--- src/rtl/cnt_div_prog_if.sv ---
// Bundles the control and status signals of the programmable divide-by-N
// counter. The master side drives enable, resync and divisor loads; the
// slave side is the counter itself and returns count, strobes and status.
interface cnt_div_prog_if #(
  parameter int WIDTH  = 8,
  parameter int PCNT_W = 8
);
  logic              en;
  logic              sync_clr;
  logic [WIDTH-1:0]  div_in;
  logic              div_load;
  logic              div_busy;
  logic              div_ack;
  logic [WIDTH-1:0]  q;
  logic              q_cout;
  logic              q_half;
  logic [PCNT_W-1:0] q_periods;

  modport master (
    output en, sync_clr, div_in, div_load,
    input  div_busy, div_ack, q, q_cout, q_half, q_periods
  );

  modport slave (
    input  en, sync_clr, div_in, div_load,
    output div_busy, div_ack, q, q_cout, q_half, q_periods
  );
endinterface

--- src/rtl/cnt_div_prog.sv ---
// Programmable divide-by-N counter supplying bit and half-bit timing to the
// Manchester encoder/decoder. A new divisor is requested through a load
// handshake and only takes effect on a period boundary (terminal count or
// resync), so a period is never cut short or stretched by a divisor change.
// Terminal-count and mid-period strobes are registered, giving the legacy
// one-cycle output latency.
module cnt_div_prog #(
  parameter int WIDTH       = 8,
  parameter int DIV_DEFAULT = 2,
  parameter int PCNT_W      = 8
) (
  input logic            clk,
  input logic            reset,
  cnt_div_prog_if.slave  bus
);

  localparam logic [WIDTH-1:0]  DIV_RST = WIDTH'(DIV_DEFAULT);
  localparam logic [WIDTH-1:0]  ONE     = WIDTH'(1);
  localparam logic [PCNT_W-1:0] P_ONE   = PCNT_W'(1);
  localparam logic [PCNT_W-1:0] P_MAX   = '1;

  logic [WIDTH-1:0]  cnt;
  logic [WIDTH-1:0]  div_cur;
  logic [WIDTH-1:0]  div_pend;
  logic              pend;
  logic              q_cout;
  logic              q_half;
  logic              div_ack;
  logic [PCNT_W-1:0] q_periods;

  logic [WIDTH-1:0]  last_cnt;
  logic [WIDTH-1:0]  half_pt;
  logic [WIDTH-1:0]  div_req;
  logic              term;
  logic              hit;
  logic              apply;

  // Period boundary detection; a resync in the same cycle suppresses both strobes.
  always_comb begin
    last_cnt = div_cur - ONE;
    half_pt  = last_cnt >> 1;
    term     = bus.en & (cnt == last_cnt) & ~bus.sync_clr;
    hit      = bus.en & (cnt == half_pt) & ~bus.sync_clr;
    apply    = pend & (term | bus.sync_clr);
    div_req  = (bus.div_in == '0) ? ONE : bus.div_in;
  end

  // Main count: resync beats terminal wrap, which beats the enabled increment.
  always_ff @(posedge clk or negedge reset) begin
    if (!reset) begin
      cnt <= '0;
    end else if (bus.sync_clr) begin
      cnt <= '0;
    end else if (term) begin
      cnt <= '0;
    end else if (bus.en) begin
      cnt <= cnt + ONE;
    end
  end

  // Divisor handshake: the latest load wins, and a load landing on an apply
  // edge stays pending because the apply consumes the previous request.
  always_ff @(posedge clk or negedge reset) begin
    if (!reset) begin
      div_cur  <= DIV_RST;
      div_pend <= '0;
      pend     <= 1'b0;
      div_ack  <= 1'b0;
    end else begin
      div_ack <= apply;
      if (apply) begin
        div_cur <= div_pend;
      end
      if (bus.div_load) begin
        div_pend <= div_req;
        pend     <= 1'b1;
      end else if (apply) begin
        pend     <= 1'b0;
      end
    end
  end

  // Registered terminal-count and mid-period strobes.
  always_ff @(posedge clk or negedge reset) begin
    if (!reset) begin
      q_cout <= 1'b0;
      q_half <= 1'b0;
    end else begin
      q_cout <= term;
      q_half <= hit;
    end
  end

  // Completed-period counter, cleared by resync and saturating at full scale.
  always_ff @(posedge clk or negedge reset) begin
    if (!reset) begin
      q_periods <= '0;
    end else if (bus.sync_clr) begin
      q_periods <= '0;
    end else if (term && (q_periods != P_MAX)) begin
      q_periods <= q_periods + P_ONE;
    end
  end

  assign bus.q         = cnt;
  assign bus.q_cout    = q_cout;
  assign bus.q_half    = q_half;
  assign bus.div_busy  = pend;
  assign bus.div_ack   = div_ack;
  assign bus.q_periods = q_periods;

endmodule

--- src/flat_wrapper.sv ---
// flat-port wrapper written by rule: the top's interface ports become plain ports
module cnt_div_prog_flat 
#(
  parameter int WIDTH       = 8,
  parameter int DIV_DEFAULT = 2,
  parameter int PCNT_W      = 8
)
  (clk, reset, bus_en, bus_sync_clr, bus_div_in, bus_div_load, bus_div_busy, bus_div_ack, bus_q, bus_q_cout, bus_q_half, bus_q_periods);
  cnt_div_prog_if #(.WIDTH(WIDTH), .PCNT_W(PCNT_W)) bus_i ();
  input logic clk;
  input logic reset;
  input wire logic [$bits(bus_i.en)-1:0] bus_en;
  input wire logic [$bits(bus_i.sync_clr)-1:0] bus_sync_clr;
  input wire logic [$bits(bus_i.div_in)-1:0] bus_div_in;
  input wire logic [$bits(bus_i.div_load)-1:0] bus_div_load;
  output wire logic [$bits(bus_i.div_busy)-1:0] bus_div_busy;
  output wire logic [$bits(bus_i.div_ack)-1:0] bus_div_ack;
  output wire logic [$bits(bus_i.q)-1:0] bus_q;
  output wire logic [$bits(bus_i.q_cout)-1:0] bus_q_cout;
  output wire logic [$bits(bus_i.q_half)-1:0] bus_q_half;
  output wire logic [$bits(bus_i.q_periods)-1:0] bus_q_periods;
  assign bus_i.en = bus_en;
  assign bus_i.sync_clr = bus_sync_clr;
  assign bus_i.div_in = bus_div_in;
  assign bus_i.div_load = bus_div_load;
  assign bus_div_busy = bus_i.div_busy;
  assign bus_div_ack = bus_i.div_ack;
  assign bus_q = bus_i.q;
  assign bus_q_cout = bus_i.q_cout;
  assign bus_q_half = bus_i.q_half;
  assign bus_q_periods = bus_i.q_periods;
  cnt_div_prog #(.WIDTH(WIDTH), .DIV_DEFAULT(DIV_DEFAULT), .PCNT_W(PCNT_W)) u_core (.clk(clk), .reset(reset), .bus(bus_i));
endmodule
--- config.mk ---
export PLATFORM = sky130hd
export DESIGN_NAME = cnt_div_prog_flat
export DESIGN_NICKNAME = d
export VERILOG_FILES = /design/src/rtl/cnt_div_prog_if.sv /design/src/rtl/cnt_div_prog.sv /design/src/flat_wrapper.sv
export SDC_FILE = /design/constraint.sdc
export NUM_CORES = 1
export LEC_CHECK = 0
export CAP_MARGIN = 0
export CORE_ASPECT_RATIO = 1.5
export CORE_UTILIZATION = 45
export DETAILED_ROUTE_END_ITERATION = 6
export GPL_TIMING_DRIVEN = 0
export PLACE_DENSITY = 0.69
export SLEW_MARGIN = 20
export SYNTH_ARGS = -nofsm -noshare
export SYNTH_HDL_FRONTEND = slang
export SYNTH_SLANG_ARGS = --single-unit
--- constraint.sdc ---
create_clock -name clk -period 4.9 [get_ports clk]
set_clock_uncertainty 0.2 [all_clocks]
set_input_delay 0.98 -clock clk [delete_from_list [all_inputs] [get_ports clk]]
set_output_delay 0.98 -clock clk [all_outputs]
set_load 0.02 [all_outputs]
* After elaboration in Yosys (flattened, before gate mapping)
Cells that the tools add are included.
Storage, ports and cells: input port bits 13, output and inout bits 20, word-level logic and storage cells 34, register bits 36
Cells by class: reduce and logical (&&, ||, !) cells 5, mux-type cells 8, add/sub/neg operators 3, equality and inequality tests 3, bitwise logic cells 7
Operator list (count):
- $mux W8 | 6
- $add A8 B1 Y8 const B | 2
- $eq A8 B7 Y1 | 1
- $eq A8 B8 Y1 | 1
- $logic_not A8 Y1 | 1
- $ne A8 B8 Y1 const B | 1
- $sub A8 B1 Y8 const B | 1
- $and A1 B1 Y1 | 5
- $reduce_bool A2 Y1 | 2
- $reduce_bool A3 Y1 | 1
- $mux W1 | 2
- $logic_and A1 B1 Y1 | 1
- $not A1 Y1 | 1
- $or A1 B1 Y1 | 1

* Depth between registers and ports, before layout
Gate-level depths: netlist of the first run.
depth after elaboration 8, depth in mapped cells 9, gate-level depth less buffers 8

* Worst setup path before layout of the first run
OpenSTA, ideal clock, no wires.
kind reg2reg, start point reg u_core.div_cur[0], end point reg u_core.div_cur[0], clock period less this slack 2.687 ns, cell stages (with the launch flop) 9, library setup time 0.125 ns, slack 2.213 ns, path buffers 0, data required time 4.575 ns, arrival 2.362 ns, cells stage by stage dfrtp_1 > inv_1 > ha_1 > or3b_2 > xnor2_2 > and4_4 > nand4_4 > a21boi_4 > mux2_2
On the way: cells in the longest elaborated chain, start to end 6
Ends and longest elaborated chain:
- start: declaration | line cnt_div_prog.sv:23 | logic [WIDTH-1:0] div_cur;
- start signal: assignment | line cnt_div_prog.sv:72 | div_cur <= div_pend;
- $sub A8 B1 Y8 | line cnt_div_prog.sv:40 | last_cnt = div_cur - ONE;
- $eq A8 B8 Y1 | line cnt_div_prog.sv:42 | term = bus.en & (cnt == last_cnt) & ~bus.sync_clr;
- $and A1 B1 Y1 (2 in series) | line cnt_div_prog.sv:42
- $or A1 B1 Y1 | line cnt_div_prog.sv:44 | apply = pend & (term | bus.sync_clr);
- $and A1 B1 Y1 | line cnt_div_prog.sv:44
- via u_core.apply | line cnt_div_prog.sv:36 | logic apply;
The timed path passes the listed nets, and every way through them passes these cells. A chain may end at the register's enable or synchronous reset.

* Final worst setup path of the first run
Same ends and word-level chain as after synthesis.

==> impl_metrics.yaml, run 1 <==
power:
  p_leak_nw: 1.03
  switching_share_pct: 28.7
  finalPower_mw: 0.746
  switchingPower_mw: 0.214
  cellInternalPower_mw: 0.532
  power_frac_seq_pct: 46.7
  power_density_nw_per_um2: 293
  vdd.ir_drop.worst_mv: 0.239
  p_comb_share_pct: 24.0
  clkPwrFrac_pct: 29.3
clock_tree:
  max-clock-path-buffers: 2
  cts.clk_slew.worst_paths_ns: 0.06
  cts_tree: "yes"
  cts.sinks: 36
  cts_hold_buf: 0
  clk_latency_ns: 0.29
  h-tree-depth: 2
  post_cts_buffers: 0
  cts_buffers: 5
  cts_root_buffer: "clkbuf_8"
  cts_resized: 0
sta:
  period_needed_ns: 2.98
  clock.fmax_mhz: 336
  tns_ns: 0
  fin_crit_sh_pct: 60.8
  maxSlewHeadroom_pct: 64.5
  finalHoldViolCount: 0
  setup_viol: 0
  worst_pin_slew_ns: 0.533
  setup_slack_ns: 1.92
  grt_setup_unrepaired: "false"
  drv_slew: 0
drt:
  wl_met1_um: 1840
  post_drt_wl_per_cell_um: 15.0
  drt-total-wl_um: 4250
  drt_pass1_iterations: 6
  vias_per_cell: 5.74
  drt_iter0_markers: 56
  routed-wl-met2_um: 2150
  detailroute.via_count: 1624
  routed.top_layer: "met4"
  antenna_left: 0
  wl_met3_um: 99
  drc_errors: 4
die:
  fp.dieW_um: 57.7
  num_rows: 30
  coreArea_um2: 4500
  initial_core_util_pct: 46.5
  die_area_um2: 4930
  die_h_um: 85.5
  ios: 33
hold_path:
  hold_depth: 1
  holdPathEnd: "u_core.div_cur[6]"
  hold_start: "u_core.div_pend[6]"
  hold_path.class: "register to register"
setup_path:
  start_kind: "register"
  path_class: "register to register"
  r2r_end: "u_core.div_cur[0]"
  worst-path-max-fanout: 9
  required_ns: 4.87
  crit_chain: "inv_1 > ha_1 > or3b_2 > xnor2_2 > and4_4 > nand4_4 > a21boi_4 > mux2_2"
  critical-path-top-delay-family: "simple AND/OR/NAND/NOR gates"
  cp.buffers_inverters: 1
  slowest_delay_ns: 0.53
  cp.arrival_ns: 2.95
  rrSetupSlack_ns: 1.92
  slowest_stage: "or3b_2"
  endpoint_kind: "register"
  worstRegToRegCells: 8
  r2r-start: "u_core.div_cur[0]"
placement:
  place_congestion: 0.829
  pre_cts_ws_ns: 1.93
  post-dp-hpwl_um: 3190
  placed_cells: 275
  port_buffers: 29
run_status:
  outcome: "finished with violations"
  failed_checks: "DRC"
flow_run:
  maxCapViolCount: 0
final_layout:
  layout.nets: 250
  fillCellCount: 414
  diodes: 0
  drive_above_1_share_pct: 18.7
  finalNonFillerCells: 283
  area_delta_synth_final_pct: 21.8
  multi_input_comb_area_um2: 1090
  regArea_um2: 902
synth:
  synth_flop_cell: "dfrtp_1"
  synthArstFlopShare_pct: 100
  syn_area_um2: 2090
  synth_top_area_cell: "dfrtp_1"
  synth-edff-count: 0
  ys_ff_latch: 36
  avgSynthCellArea_um2: 10.6
  syn_nets: 213
  syn_inst: 197
  synth_cell_types: 50
  yosysTopAreaCellShare_pct: 41.8
  netlist_top_cells_area: "dfrtp_1 42%, mux2_2 7.0%, xnor2_1 5.9%, a21oi_1 2.9%, xor2_1 2.5%"
  yosys_warnings: 0
  ys_seq_area_share_pct: 43.1
global_routing:
  grt_pass1_wl_um: 7150
  grt_pass1_vias: 1550
  grt_overflow_total: 0
  grt_max_degree: 32
  track_usage_pct: 19.1
  grt_antenna_before_repair: 0
## power groups by stage
stage	sequential, mW	combinational, mW	clock [mW]
finish	0.348	0.179	0.218
global route	0.352	0.197	0.237
CTS	0.348	0.181	0.224
detailed placement	0.354	0.180	0
global placement	0.353	0.176	0
floorplan	0.350	0.135	0
## metrics by stage
| step | instance area (um^2) | hold slack (ns) | utilization, % |
|---|---|---|---|
| floorplan | 2090 | 0.260 | - |
| global placement | 2440 | 0.276 | 54.3 |
| detailed placement | 2460 | 0.289 | 54.6 |
| CTS | 2550 | 0.304 | 56.6 |
| global route | 2550 | 0.309 | 56.6 |
| finish | 2550 | 0.298 | 56.6 |
## worst max-delay path by stage
stage / start / cells after the start / endpoint
finish: u_core.div_cur[0] / 8 / u_core.div_cur[0]
global route: u_core.div_cur[0] / 8 / u_core.div_cur[3]
CTS: u_core.div_cur[0] / 8 / u_core.div_cur[0]
detailed placement: u_core.div_cur[0] / 8 / u_core.div_cur[0]
global placement: reset / 1 / u_core.bus.q_half
floorplan: u_core.div_cur[0] / 8 / u_core.div_cur[0]
## registers in the layout, summed over array words and instances, names as in the netlist
| register | flops |
|---|---|
| u_core.bus.q_cout | 1 |
| u_core.bus.div_busy | 1 |
| u_core.bus.q_half | 1 |
| u_core.bus.q_periods | 8 |
| u_core.bus.div_ack | 1 |
| u_core.bus.q | 8 |
| u_core.div_pend | 8 |
| u_core.div_cur | 8 |
## placed cells by master, fill, tap and decap left out, types with 2 or more instances in the layout
cell / n
clkbuf_8: 8
mux2_2: 13
a31oi_1: 2
and3_1: 3
xor2_1: 6
buf_6: 2
clkbuf_1: 6
a21oi_1: 12
o2111ai_1: 2
or3_1: 2
and3_2: 2
ha_1: 3
mux2_1: 2
nor3_1: 8
nor4_1: 4
nand2b_1: 2
clkdlybuf4s50_1: 28
inv_1: 7
nand3_1: 9
nand2_1: 13
o31ai_1: 4
buf_2: 2
dfrtp_1: 35
xnor2_1: 14
a22oi_1: 2
or4_1: 4
o21ai_0: 6
nor2_1: 10
## per-layer routing
layer	vias to the layer above	GRT usage, %
met5	-	0
met4	0	11.3
met3	13	3.77
met2	29	31.8
met1	789	22.7
li1	793	-
## cells in the mapped netlist (4+ instances only)
cell type	count
nor4_1	4
nand3_1	9
inv_1	7
nor3_1	8
nand2_1	13
xnor2_1	14
xor2_1	6
o21ai_0	6
a21oi_1	12
mux2_2	13
nor2_1	10
o31ai_1	4
clkbuf_1	4
or4_1	4
dfrtp_1	35
## layout make-up
type                       instances  area share, %
multi-input combinational        145           43.0
sequential                        36           35.4
timing repair buffer              30           12.0
clock buffer                       8           3.53
buffer                             9           2.75
tap                               48           2.36
inverter                           7           1.03
## cells by family after synthesis
family                   Yosys count  share of synthesized area, %
AO/OA/AOI/OAI                     35                          11.6
buffers and inverters             16                          4.60
adder cells (fa/ha/maj)            3                          1.79
AND/OR/NAND/NOR                   68                          18.8
XOR/XNOR                          23                          11.5
multiplexers                      16                          8.55
flip-flops                        36                          43.1
(Power assumes the default switching activity.)
==> run 2, diff against run 1 <==
==> constraint.sdc (replaced) <==
create_clock -name clk -period 2.8 [get_ports clk]
set_clock_uncertainty 0.2 [all_clocks]
set_input_delay 0.56 -clock clk [delete_from_list [all_inputs] [get_ports clk]]
set_output_delay 0.56 -clock clk [all_outputs]
set_load 0.02 [all_outputs]
==> run 2 against run 1 <==
The run still ends with DRC left. Worst hold slack lost 0.011 ns. Register-to-register slack lost 1.8 ns. Total power grew 83%. Combinational power grew 110%. Sequential cell count is the same. Sequential power grew 76%. Setup slack lost 1.8 ns. Largest power group unchanged. Highest routed layer unchanged.
==> impl_metrics.yaml, run 2 (synthesis results as in run 1) <==
clock_tree:
  max-clock-path-buffers: 2
  cts_tree: "yes"
  h-tree-depth: 2
  cts.clk_slew.worst_paths_ns: 0.07
  cts_root_buffer: "clkbuf_8"
  cts_buffers: 5
  clk_latency_ns: 0.29
  cts.sinks: 36
run_status:
  failed_checks: "DRC"
  outcome: "finished with violations"
die:
  initial_core_util_pct: 46.5
  ios: 33
  die_area_um2: 4930
  num_rows: 30
  coreArea_um2: 4500
  die_h_um: 85.5
  fp.dieW_um: 57.7
final_layout:
  design_area_um2: 2680
  drive_above_1_share_pct: 24.9
  area_delta_synth_final_pct: 27.9
  layout.nets: 260
  final_common_cell: "dfrtp_1"
  diodes: 0
  layout_common_cells: "35 x dfrtp_1, 28 x clkdlybuf4s50_1, 14 x xnor2_1"
global_routing:
  busiest_layer: "met2"
  track_usage_pct: 19.4
  grt_pass1_wl_um: 7250
  grt_antenna_before_repair: 0
  grt_util_met3_pct: 3.77
  grt_pass1_vias: 1572
  grt_overflow_total: 0
  met1_usage_pct: 22.9
  met2_usage_pct: 32.1
  grt_max_degree: 32
setup_path:
  rrSetupSlack_ns: 0.07
  worst-path-stages: 9
  slowest_stage: "dfstp_2"
  critical-path-top-delay-family: "flip-flops"
  start_kind: "register"
  crit_chain: "inv_2 > ha_4 > xor3_4 > nor2_4 > and4_4 > nand4_4 > a21boi_4 > buf_12 > mux2_2"
  slowest_delay_ns: 0.55
  required_ns: 2.77
  worst-path-max-fanout: 9
  worstRegToRegCells: 9
  r2r-start: "u_core.div_cur[1]"
  endpoint_kind: "register"
  cp.buffers_inverters: 2
  cp-endpoint: "u_core.div_cur[0]"
  critPathLaunch: "u_core.div_cur[1]"
  cp.arrival_ns: 2.70
  r2r_end: "u_core.div_cur[0]"
  path_class: "register to register"
sta:
  grt_setup_unrepaired: "true"
  fin_crit_sh_pct: 97.4
  clock.fmax_mhz: 367
  setup_slack_ns: 0.0724
  maxSlewHeadroom_pct: 67.0
  worst_pin_slew_ns: 0.495
  finalHoldViolCount: 0
  setup_viol: 0
  period_needed_ns: 2.73
  drv_slew: 0
placement:
  post-dp-hpwl_um: 3190
  dpl_cell_area_um2: 2460
  port_buffers: 29
  pre_cts_ws_ns: -0.175
  place_congestion: 0.829
drt:
  drt-total-wl_um: 4440
  drc_errors: 2
  detailroute.via_count: 1679
  post_drt_wl_per_cell_um: 15.2
  drt_pass1_iterations: 7
  vias_per_cell: 5.73
  drt_iter0_markers: 58
  antenna_left: 0
power:
  p_leak_nw: 1.09
  p_comb_share_pct: 27.3
  clkPwrFrac_pct: 27.9
  vdd.ir_drop.worst_mv: 0.436
  switching_share_pct: 28.9
  switchingPower_mw: 0.395
  power_frac_seq_pct: 44.8
  power_density_nw_per_um2: 511
  cellInternalPower_mw: 0.972
  finalPower_mw: 1.37
hold_path:
  hold_path.class: "primary input to register"
flow_run:
  maxCapViolCount: 0
[run 2: changes by cell type in the layout (fill, tap and decap cells not counted), sizes merged]
cell and change:
buf +10, clkbuf -1, dlygate4sd3 +1
[run 2: stage by stage]
step | cells | util, % | setup TNS [ns] | hold WS, ns
floorplan | 197 | - | 0 | 0.0644
global placement | 274 | 54.3 | -1.61 | 0.276
detailed placement | 275 | 54.6 | -1.70 | 0.201
CTS | 284 | 57.3 | 0 | 0.283
global route | 293 | 59.4 | -0.0834 | 0.291
finish | 293 | 59.4 | 0 | 0.287
[run 2: layer usage]
| layer | vias up | part of all wire, % | wire length [um] |
|---|---|---|---|
| met4 | 0 | 4.4 | 194 |
| met5 | - | 0 | 0 |
| met1 | 814 | 43 | 1910 |
| met3 | 17 | 2.0 | 91 |
| met2 | 35 | 51 | 2240 |
| li1 | 813 | - | - |
[run 2: worst min path at each step]
stage / start / to / slack, ns / cells past startpoint
2_1_floorplan: reset / u_core.bus.div_ack / 0.06 / 0
3_3_place_gp: u_core.div_pend[6] / u_core.div_cur[6] / 0.28 / 1
3_5_place_dp: reset / u_core.bus.q[3] / 0.20 / 1
4_1_cts: bus_sync_clr / u_core.bus.q_periods[0] / 0.28 / 2
5_1_grt: bus_sync_clr / u_core.bus.q_periods[0] / 0.29 / 2
6_report: bus_sync_clr / u_core.bus.q_periods[0] / 0.29 / 2
[run 2: area by class of cell]
type                    instances  area, um^2
clock buffers                   8        90.1
flip-flops and latches         36         902
well taps                      48        60.1
repair buffers                 41         400
inverters                       7        26.3
multi-input cells             145        1130
fillers                       403        1830
plain buffers                   8        66.3
[run 2: repair_timing]
item                                    in CTS  in global routing
hold buffers                                 1                  0
buffers inserted                             1                  8
hold endpoints to repair                     5                  0
pin swaps                                    1                  6
cloned                                       0                  1
endpoints found under the setup margin      14                 14
gates resized for setup                      3                  8
[run 2: power by group through the flow]
stage          clock network, mW  logic [mW]  registers [mW]
6_report                   0.381       0.374           0.612
5_1_grt                    0.415       0.407           0.618
4_1_cts                    0.393       0.325           0.611
3_5_place_dp                   0       0.315           0.619
3_3_place_gp                   0       0.307           0.617
2_1_floorplan                  0       0.236           0.613
